[config.mk]
export PLATFORM = sky130hd
export DESIGN_NAME = reg_dump_streamer
export DESIGN_NICKNAME = d
export VERILOG_FILES = /design/src/rtl/reg_dump_pkg.sv /design/src/rtl/reg_dump_streamer_word_byte_serializer.sv /design/src/rtl/reg_dump_streamer.sv
export SDC_FILE = /design/constraint.sdc
export NUM_CORES = 1
export LEC_CHECK = 0
export CAP_MARGIN = 10
export CORE_MARGIN = 2
export CORE_UTILIZATION = 50
export DETAILED_ROUTE_END_ITERATION = 8
export PLACE_DENSITY = 0.82
export SETUP_SLACK_MARGIN = 0.05
export SLEW_MARGIN = 30
export SYNTH_ARGS = -nofsm -noshare
export SYNTH_HDL_FRONTEND = slang
export SYNTH_HIERARCHICAL = 1
export SYNTH_SLANG_ARGS = --single-unit
export TNS_END_PERCENT = 20
[constraint.sdc]
create_clock -name clock -period 4.7 [get_ports clock]
set_input_delay 1.41 -clock clock [delete_from_list [all_inputs] [get_ports clock]]
set_output_delay 1.41 -clock clock [all_outputs]
set_load 0.05 [all_outputs]
[src/rtl/reg_dump_pkg.sv]
// Shared types and constants for the register dump streamer.
package reg_dump_pkg;

  // Dump sequencer states
  typedef enum logic [2:0] {
    IDLE  = 3'd0,
    LOAD  = 3'd1,
    SEND  = 3'd2,
    CKSUM = 3'd3,
    DONE  = 3'd4
  } state_e;

  localparam int unsigned BYTES_PER_WORD = 4;
  localparam int unsigned BYTE_W         = 8;
  localparam int unsigned WORD_W         = BYTES_PER_WORD * BYTE_W;
  localparam int unsigned BYTE_CNT_W     = 2;
  localparam int unsigned REG_ADDR_W     = 5;

  localparam logic [BYTE_W-1:0] CKSUM_INIT = 8'h00;

endpackage

[src/rtl/reg_dump_streamer_word_byte_serializer.sv]
// Word-to-byte serializer: loads a 32-bit word and shifts it out MSB first,
// flagging the final byte of the word.
module word_byte_serializer
  import reg_dump_pkg::*;
(
  input  logic              clock,
  input  logic              reset,
  input  logic              load,
  input  logic              shift,
  input  logic [WORD_W-1:0] data_in,
  output logic [BYTE_W-1:0] byte_hi,
  output logic [BYTE_W-1:0] byte_nx,
  output logic              last_byte
);

  localparam logic [BYTE_CNT_W-1:0] CNT_PENULT = BYTE_CNT_W'(BYTES_PER_WORD - 2);

  logic [WORD_W-1:0]     shreg;
  logic [BYTE_CNT_W-1:0] cnt;

  // Load/shift register and byte position within the word
  always_ff @(posedge clock or posedge reset) begin
    if (reset) begin
      shreg     <= '0;
      cnt       <= '0;
      last_byte <= 1'b0;
    end else if (load) begin
      shreg     <= data_in;
      cnt       <= '0;
      last_byte <= 1'b0;
    end else if (shift) begin
      shreg     <= {shreg[WORD_W-BYTE_W-1:0], BYTE_W'(0)};
      cnt       <= cnt + BYTE_CNT_W'(1);
      last_byte <= (cnt == CNT_PENULT);
    end
  end

  assign byte_hi = shreg[WORD_W-1 -: BYTE_W];
  assign byte_nx = shreg[WORD_W-BYTE_W-1 -: BYTE_W];

endmodule

[src/rtl/reg_dump_streamer.sv]
// Streams registers r0..r(NUM_REGS-1) as bytes (MSB first) over valid/ready,
// driving the register bank read address itself.
// Optional feature macro: DUMP_CHECKSUM_EN appends an XOR checksum byte.
module reg_dump_streamer #(
  parameter int unsigned NUM_REGS       = 32,
  parameter int unsigned BYTES_PER_WORD = 4
) (
  input  logic                                 clock,
  input  logic                                 reset,
  input  logic                                 start,
  output logic [reg_dump_pkg::REG_ADDR_W-1:0]  rd_addr,
  input  logic [8*BYTES_PER_WORD-1:0]          rd_data,
  output logic [7:0]                           out_data,
  output logic                                 out_valid,
  input  logic                                 out_ready,
  output logic                                 busy,
  output logic                                 done
);

  import reg_dump_pkg::state_e;
  import reg_dump_pkg::IDLE;
  import reg_dump_pkg::LOAD;
  import reg_dump_pkg::SEND;
  import reg_dump_pkg::DONE;
  import reg_dump_pkg::REG_ADDR_W;
`ifdef DUMP_CHECKSUM_EN
  import reg_dump_pkg::CKSUM;
  import reg_dump_pkg::CKSUM_INIT;
`endif

  localparam int unsigned       WORD_W   = 8 * BYTES_PER_WORD;
  localparam logic [REG_ADDR_W-1:0] IDX_LAST = REG_ADDR_W'(NUM_REGS - 1);

  state_e                  state, state_next;
  logic [REG_ADDR_W-1:0]   idx, idx_next, rd_addr_next;
  logic [7:0]              out_data_next, byte_hi, byte_nx;
  logic                    out_valid_next, busy_next, done_next;
  logic                    load, shift_en, last_byte, hs;
`ifdef DUMP_CHECKSUM_EN
  logic [7:0]              cksum, cksum_next;
`endif

  assign hs = out_valid & out_ready;

  word_byte_serializer u_ser (
    .clock     (clock),
    .reset     (reset),
    .load      (load),
    .shift     (shift_en),
    .data_in   (rd_data),
    .byte_hi   (byte_hi),
    .byte_nx   (byte_nx),
    .last_byte (last_byte)
  );

  // State, index and registered outputs
  always_ff @(posedge clock or posedge reset) begin
    if (reset) begin
      state     <= IDLE;
      idx       <= '0;
      rd_addr   <= '0;
      out_data  <= 8'h00;
      out_valid <= 1'b0;
      busy      <= 1'b0;
      done      <= 1'b0;
    end else begin
      state     <= state_next;
      idx       <= idx_next;
      rd_addr   <= rd_addr_next;
      out_data  <= out_data_next;
      out_valid <= out_valid_next;
      busy      <= busy_next;
      done      <= done_next;
    end
  end

`ifdef DUMP_CHECKSUM_EN
  // Running XOR of every data byte accepted in this dump
  always_ff @(posedge clock or posedge reset) begin
    if (reset) cksum <= CKSUM_INIT;
    else       cksum <= cksum_next;
  end
`endif

  // Next-state logic; outputs are derived from the upcoming state so they register cleanly
  always_comb begin
    state_next     = state;
    idx_next       = idx;
    load           = 1'b0;
    shift_en       = 1'b0;
    rd_addr_next   = '0;
    out_valid_next = 1'b0;
    out_data_next  = 8'h00;
`ifdef DUMP_CHECKSUM_EN
    cksum_next     = cksum;
`endif

    case (state)
      IDLE: begin
        if (start) begin
          idx_next   = '0;
`ifdef DUMP_CHECKSUM_EN
          cksum_next = CKSUM_INIT;
`endif
          state_next = LOAD;
        end
      end
      LOAD: begin
        load       = 1'b1;
        state_next = SEND;
      end
      SEND: begin
        if (hs) begin
          shift_en   = 1'b1;
`ifdef DUMP_CHECKSUM_EN
          cksum_next = cksum ^ out_data;
`endif
          if (last_byte) begin
            if (idx == IDX_LAST) begin
`ifdef DUMP_CHECKSUM_EN
              state_next = CKSUM;
`else
              state_next = DONE;
`endif
            end else begin
              idx_next   = idx + REG_ADDR_W'(1);
              state_next = LOAD;
            end
          end
        end
      end
`ifdef DUMP_CHECKSUM_EN
      CKSUM: begin
        if (hs) state_next = DONE;
      end
`endif
      DONE:    state_next = IDLE;
      default: state_next = IDLE;
    endcase

    case (state_next)
      LOAD: rd_addr_next = idx_next;
      SEND: begin
        out_valid_next = 1'b1;
        if (load)          out_data_next = rd_data[WORD_W-1 -: 8];
        else if (shift_en) out_data_next = byte_nx;
        else               out_data_next = byte_hi;
      end
`ifdef DUMP_CHECKSUM_EN
      CKSUM: begin
        out_valid_next = 1'b1;
        out_data_next  = cksum_next;
      end
`endif
      default: ;
    endcase

    busy_next = (state_next != IDLE);
    done_next = (state_next == DONE);
  end

endmodule

; ---- Word-level counts from Yosys, hierarchy flattened
; Cells that the tools add are included.
[classes]
add_sub_neg = 2
bitwise_logic = 1
n_reduce_logical = 3
eq_ne = 7
mux = 24
[ops]
columns = cell, n
row1 = 32-bit two-way mux, 2
row2 = 5-bit two-way mux, 5
row3 = 8-bit two-way mux, 3
row4 = 3-bit two-way mux, 4
row5 = 5-bit one-hot mux with 2 select lines, 1
row6 = 3-bit one-hot mux with 3 select lines, 1
row7 = "3-bit by 1-bit equality test with 1-bit output, second input constant", 2
row8 = "3-bit by 2-bit equality test with 1-bit output, second input constant", 2
row9 = 1-bit two-way mux, 6
row10 = "5-bit by 1-bit adder with 5-bit output, second input constant", 1
row11 = "5-bit equality test, second input constant", 1
row12 = 2-bit two-way mux, 2
row13 = "3-bit equality test, second input constant", 1
row14 = 3-bit logical NOT, 1
row15 = 3-bit nonzero test, 1
row16 = "2-bit by 1-bit adder with 2-bit output, second input constant", 1
row17 = "2-bit equality test, second input constant", 1
row18 = 2-bit nonzero test, 1
row19 = 1-bit AND, 1
[word_totals]
out_inout_bits = 16
wordCells = 47
regBits = 59
input_bits = 36

; ---- Depth between registers and ports, before layout
[logic_depth]
word_depth = 7
mapped_depth = 8
ltp_nobuf = 4

; ---- Hierarchy
; Netlist, hierarchy kept.
[by_module_without_submodules]
columns = mod, seq_area_each_um2, instances, area_each_um2, cells_per_inst
row1 = word_byte_serializer, 875.8, 1, 1759.2, 168
row2 = reg_dump_streamer, 600.6, 1, 1181.1, 115

; ---- Least setup slack after synthesis
; Ideal clock, no wire load.
[synth_path]
path_kind = input to register
start = input out_ready
end = register u_ser.shreg[10]
setup_slack_ns = 2.323
setup_time_ns = 0.119
path_buffers = 2
arrival_ns = 2.258
stages = 6
cell_sequence = nand2_1 -> nor2_1 -> buf_6 -> buf_12 -> mux2i_1 -> o21ai_2
[synth_between]
elab_chain_len = 4
[synth_rtl]
columns = item, line_no
row1 = "start, declared", reg_dump_streamer.sv:15  ; input logic out_ready,
row2 = 1-bit AND, reg_dump_streamer.sv:43  ; assign hs = out_valid & out_ready;
row3 = 1-bit two-way mux, reg_dump_streamer.sv:113  ; if (hs) begin
row4 = 1-bit two-way mux, reg_dump_streamer.sv:98  ; case (state)
row5 = named net shift_en, reg_dump_streamer.sv:38  ; logic load, shift_en, last_byte, hs;
row6 = 2-bit nonzero test (no source line), --
row7 = "end signal, assigned", reg_dump_streamer_word_byte_serializer.sv:28  ; shreg <= data_in;
row8 = "end signal, assigned", reg_dump_streamer_word_byte_serializer.sv:32  ; shreg <= {shreg[WORD_W-BYTE_W-1:0], BYTE_W'(0)};
row9 = "end, declared", reg_dump_streamer_word_byte_serializer.sv:18  ; logic [WORD_W-1:0] shreg;
; The timed path passes the listed nets, and every way through them passes these cells.
; A chain may end at the register's enable or synchronous reset.

; ---- Final worst setup path
[layout_path]
start = register out_valid
end = output out_valid
[layout_rtl]
columns = item, line_no
row1 = "start, declared", reg_dump_streamer.sv:14  ; output logic out_valid,
row2 = "start signal, assigned", reg_dump_streamer.sv:71  ; out_valid <= out_valid_next;
; No word-level cell between the ends.

==> results.tsv <==
stage	metric	value	unit
run_status	status	finished clean	
final_layout	n_diodes	0	
power_and_ir_drop	total leakage power	1.44	nW
synth	Synth top area share	50.2	%
sta	final hold violations	0	
final_layout	fin cells	389	
clock_network	Max clock buf depth	2	
synth	Post-synth EDFFs	0	
global_route	GR Util All Layers	18.4	%
setup_path	Critical path buffers and inverters	1	
floorplanning	Die Area	6510	um2
setup_path	Reg2Reg Depth	4	
sta	Final min period	2950	ps
clock_network	TritonCTS clock tree	built	
setup_path	Critical Path Source Type	flip-flop	
setup_path	critical path cell sequence	clkdlybuf4s50_1	
synth	post-synthesis sequential area ratio	50.2	%
setup_path	CP max stage cell	clkdlybuf4s50_1	
floorplanning	Die H	80.7	um
setup_path	critical path required time	3290	ps
final_layout	Area Growth Syn to Fin	18.4	%
global_route	vias in the first global route	2032	
sta	Slew HR	39.6	%
clock_network	clock root buffer	clkbuf_8	
clock_network	hold buffers post-CTS	0	
floorplanning	row cnt	27	
route	Vias	2075	
setup_path	Crit. path cell count	1	
synth	Syn Inst Count	283	
synth	synthesis-stage register bit count	59	
route	First-pass DRT Iterations	4	
final_layout	final-layout fill cell count	501	
clock_network	post-cts resize count	0	
min_path	Hold Path Stages	1	
floorplanning	width of the die	80.7	um
placed_design	PortBufs	51	
sta	final worst-path cycle share	62.8	%
global_route	global-route wire length before repair	9230	um
clock_network	insertion delay to the later sink of the worst-skew pair	330	ps
final_layout	Design Area, Final	3480	um2
setup_path	CP peak stage delay	820	ps
route	DR iter-0 viols	95	
setup_path	critical path type	reg2out	
final_layout	multi-input logic area	1170	um2
synth	Synth cell types	38	
setup_path	Arr. time, crit path	1540	ps
placed_design	dpl cells	373	
setup_path	crit path capture type	output port	
final_layout	Final nets	350	
global_route	global-route congestion overflow total	0	
final_layout	layout cells sized above 1	10.7	%
sta	Fmax	339	MHz
floorplanning	Starting Density	52.4	%
clock_network	clock-pin slew on the worst setup and hold paths	70	ps
flow_run	maxcap violations	0	
synth	mapped cell area	2940	um2
final_layout	commonest non-fill, non-tap cells in the layout	59 x dfrtp_1, 51 x clkdlybuf4s50_1, 40 x nand2_1	
sta	RSZ-0062 raised after global routing	no	
route	final wirelength	5450	um
route	ANT nets after route	0	
sta	setup tns final	0	ps
sta	# setup viols final	0	
synth	ys flop type	dfrtp_1	
final_layout	commonest non-fill, non-tap cell in the layout	dfrtp_1	
sta	WHS	530	ps
route	vias per cell	5.33	
placed_design	HPWL after DPL	3640	um
power_and_ir_drop	Final Power	0.00193	W
global_route	initial antenna violation count	0	
min_path	worst hold path class	reg2reg	
final_layout	register area	1480	um2
setup_path	Crit Path Max Fanout	4	
floorplanning	Ports	52	
synth	mean area per synthesized cell	10.4	um2
floorplanning	Core Region	5610	um2
synth	Post-Syn Nets	321	
power_and_ir_drop	Peak VDD IR	0.274	mV
clock_network	H-Tree Depth	3	
placed_design	gpl congestion	0.826	
route	WL per Instance	14.0	um
placed_design	placed cell area	3290	um2
power_and_ir_drop	Pwr Density	553	nW/um2
sta	fin. max-slew vios	0	
synth	synth warn	6	
global_route	largest net degree at the start of global routing	68	
setup_path	Top Family by Delay on Critical Path	buffers and inverters	
sta	worst slew pin tran	902	ps
route	DRC Markers	0	
clock_network	Clock Sinks	59	
clock_network	Num CTS Buffers	9	
clock_network	setup repair bufs after CTS	0	
sta	Final Skew	6.02	ps
synth	Synth area leader	dfrtp_1	
synth	Area contributors post-synth	dfrtp_1 50%, mux2i_1 8.9%, nand2_1 5.1%	
synth	Synth async-reset ratio	100	%
-- kinds of logic after synthesis --
kind of cell / share of synthesized area, %
XOR/XNOR: 0.596
adder cells (fa/ha/maj): 0.851
AND/OR/NAND/NOR: 14.9
AO/OA/AOI/OAI: 14.6
buffers and inverters: 10.1
multiplexers: 8.85
flip-flops: 50.2
-- path summary, 6_finish.rpt --
kind | from | endpoint | slack (ps)
max | out_valid | out_valid | 1750
min | idx[0] | rd_addr[0] | 530
max reg2reg | state[0] | u_ser/shreg[3] | 2140
min reg2reg | idx[0] | rd_addr[0] | 530
max in group asynchronous | reset | done | 2840
min in group asynchronous | reset | out_data[5] | 1470
-- metal layers --
| layer | share of wire [%] | up-vias | GRT usage (%) |
|---|---|---|---|
| li1 | - | 1027 | - |
| met1 | 46 | 988 | 22.9 |
| met2 | 48 | 55 | 30.1 |
| met3 | 3.9 | 5 | 3.93 |
| met4 | 1.3 | 0 | 9.49 |
| met5 | 0 | - | 0 |
-- synthesized netlist by cell type (all sizes together), types with 2 or more instances --
| master | count |
|---|---|
| a21oi | 4 |
| clkbuf | 5 |
| and3 | 6 |
| and2 | 2 |
| a311oi | 9 |
| nand2b | 9 |
| dfrtp | 59 |
| xnor2 | 2 |
| nor2 | 16 |
| inv | 6 |
| nand3 | 11 |
| nand2 | 40 |
| ha | 2 |
| a31oi | 2 |
| buf | 30 |
| o21ai | 41 |
| or3b | 3 |
| mux2i | 26 |
| o21a | 2 |
-- report_power, final --
| group | internal [W] | switching [W] | leakage [nW] |
|---|---|---|---|
| registers | 0.000683 | 0.000110 | 0.764 |
| clock network | 0.000249 | 0.000186 | 0.0997 |
| logic | 0.000279 | 0.000419 | 0.575 |
-- area by class of cell --
type	count	area share, %
clock buffers	15	5.35
clock inverters	1	0.144
inverters	6	0.683
multi-input cells	183	33.7
flip-flops and latches	59	42.4
well taps	72	2.59
repair buffers	53	15.1
-- state kept, by name, indices dropped and copies added, names as in the netlist --
name / cells
done: 1
state: 3
idx: 5
busy: 1
u_ser/cnt: 2
u_ser/last_byte: 1
rd_addr: 5
out_data: 8
out_valid: 1
u_ser/shreg: 32
-- stage by stage --
stage	utilization [%]	setup slack [ps]
6_report	62.1	1750
5_1_grt	62.1	1660
4_1_cts	62.1	1720
3_5_place_dp	58.7	1480
3_3_place_gp	58.7	1530
2_1_floorplan	-	2320
No activity file was read; power rests on OpenSTA's default activity.
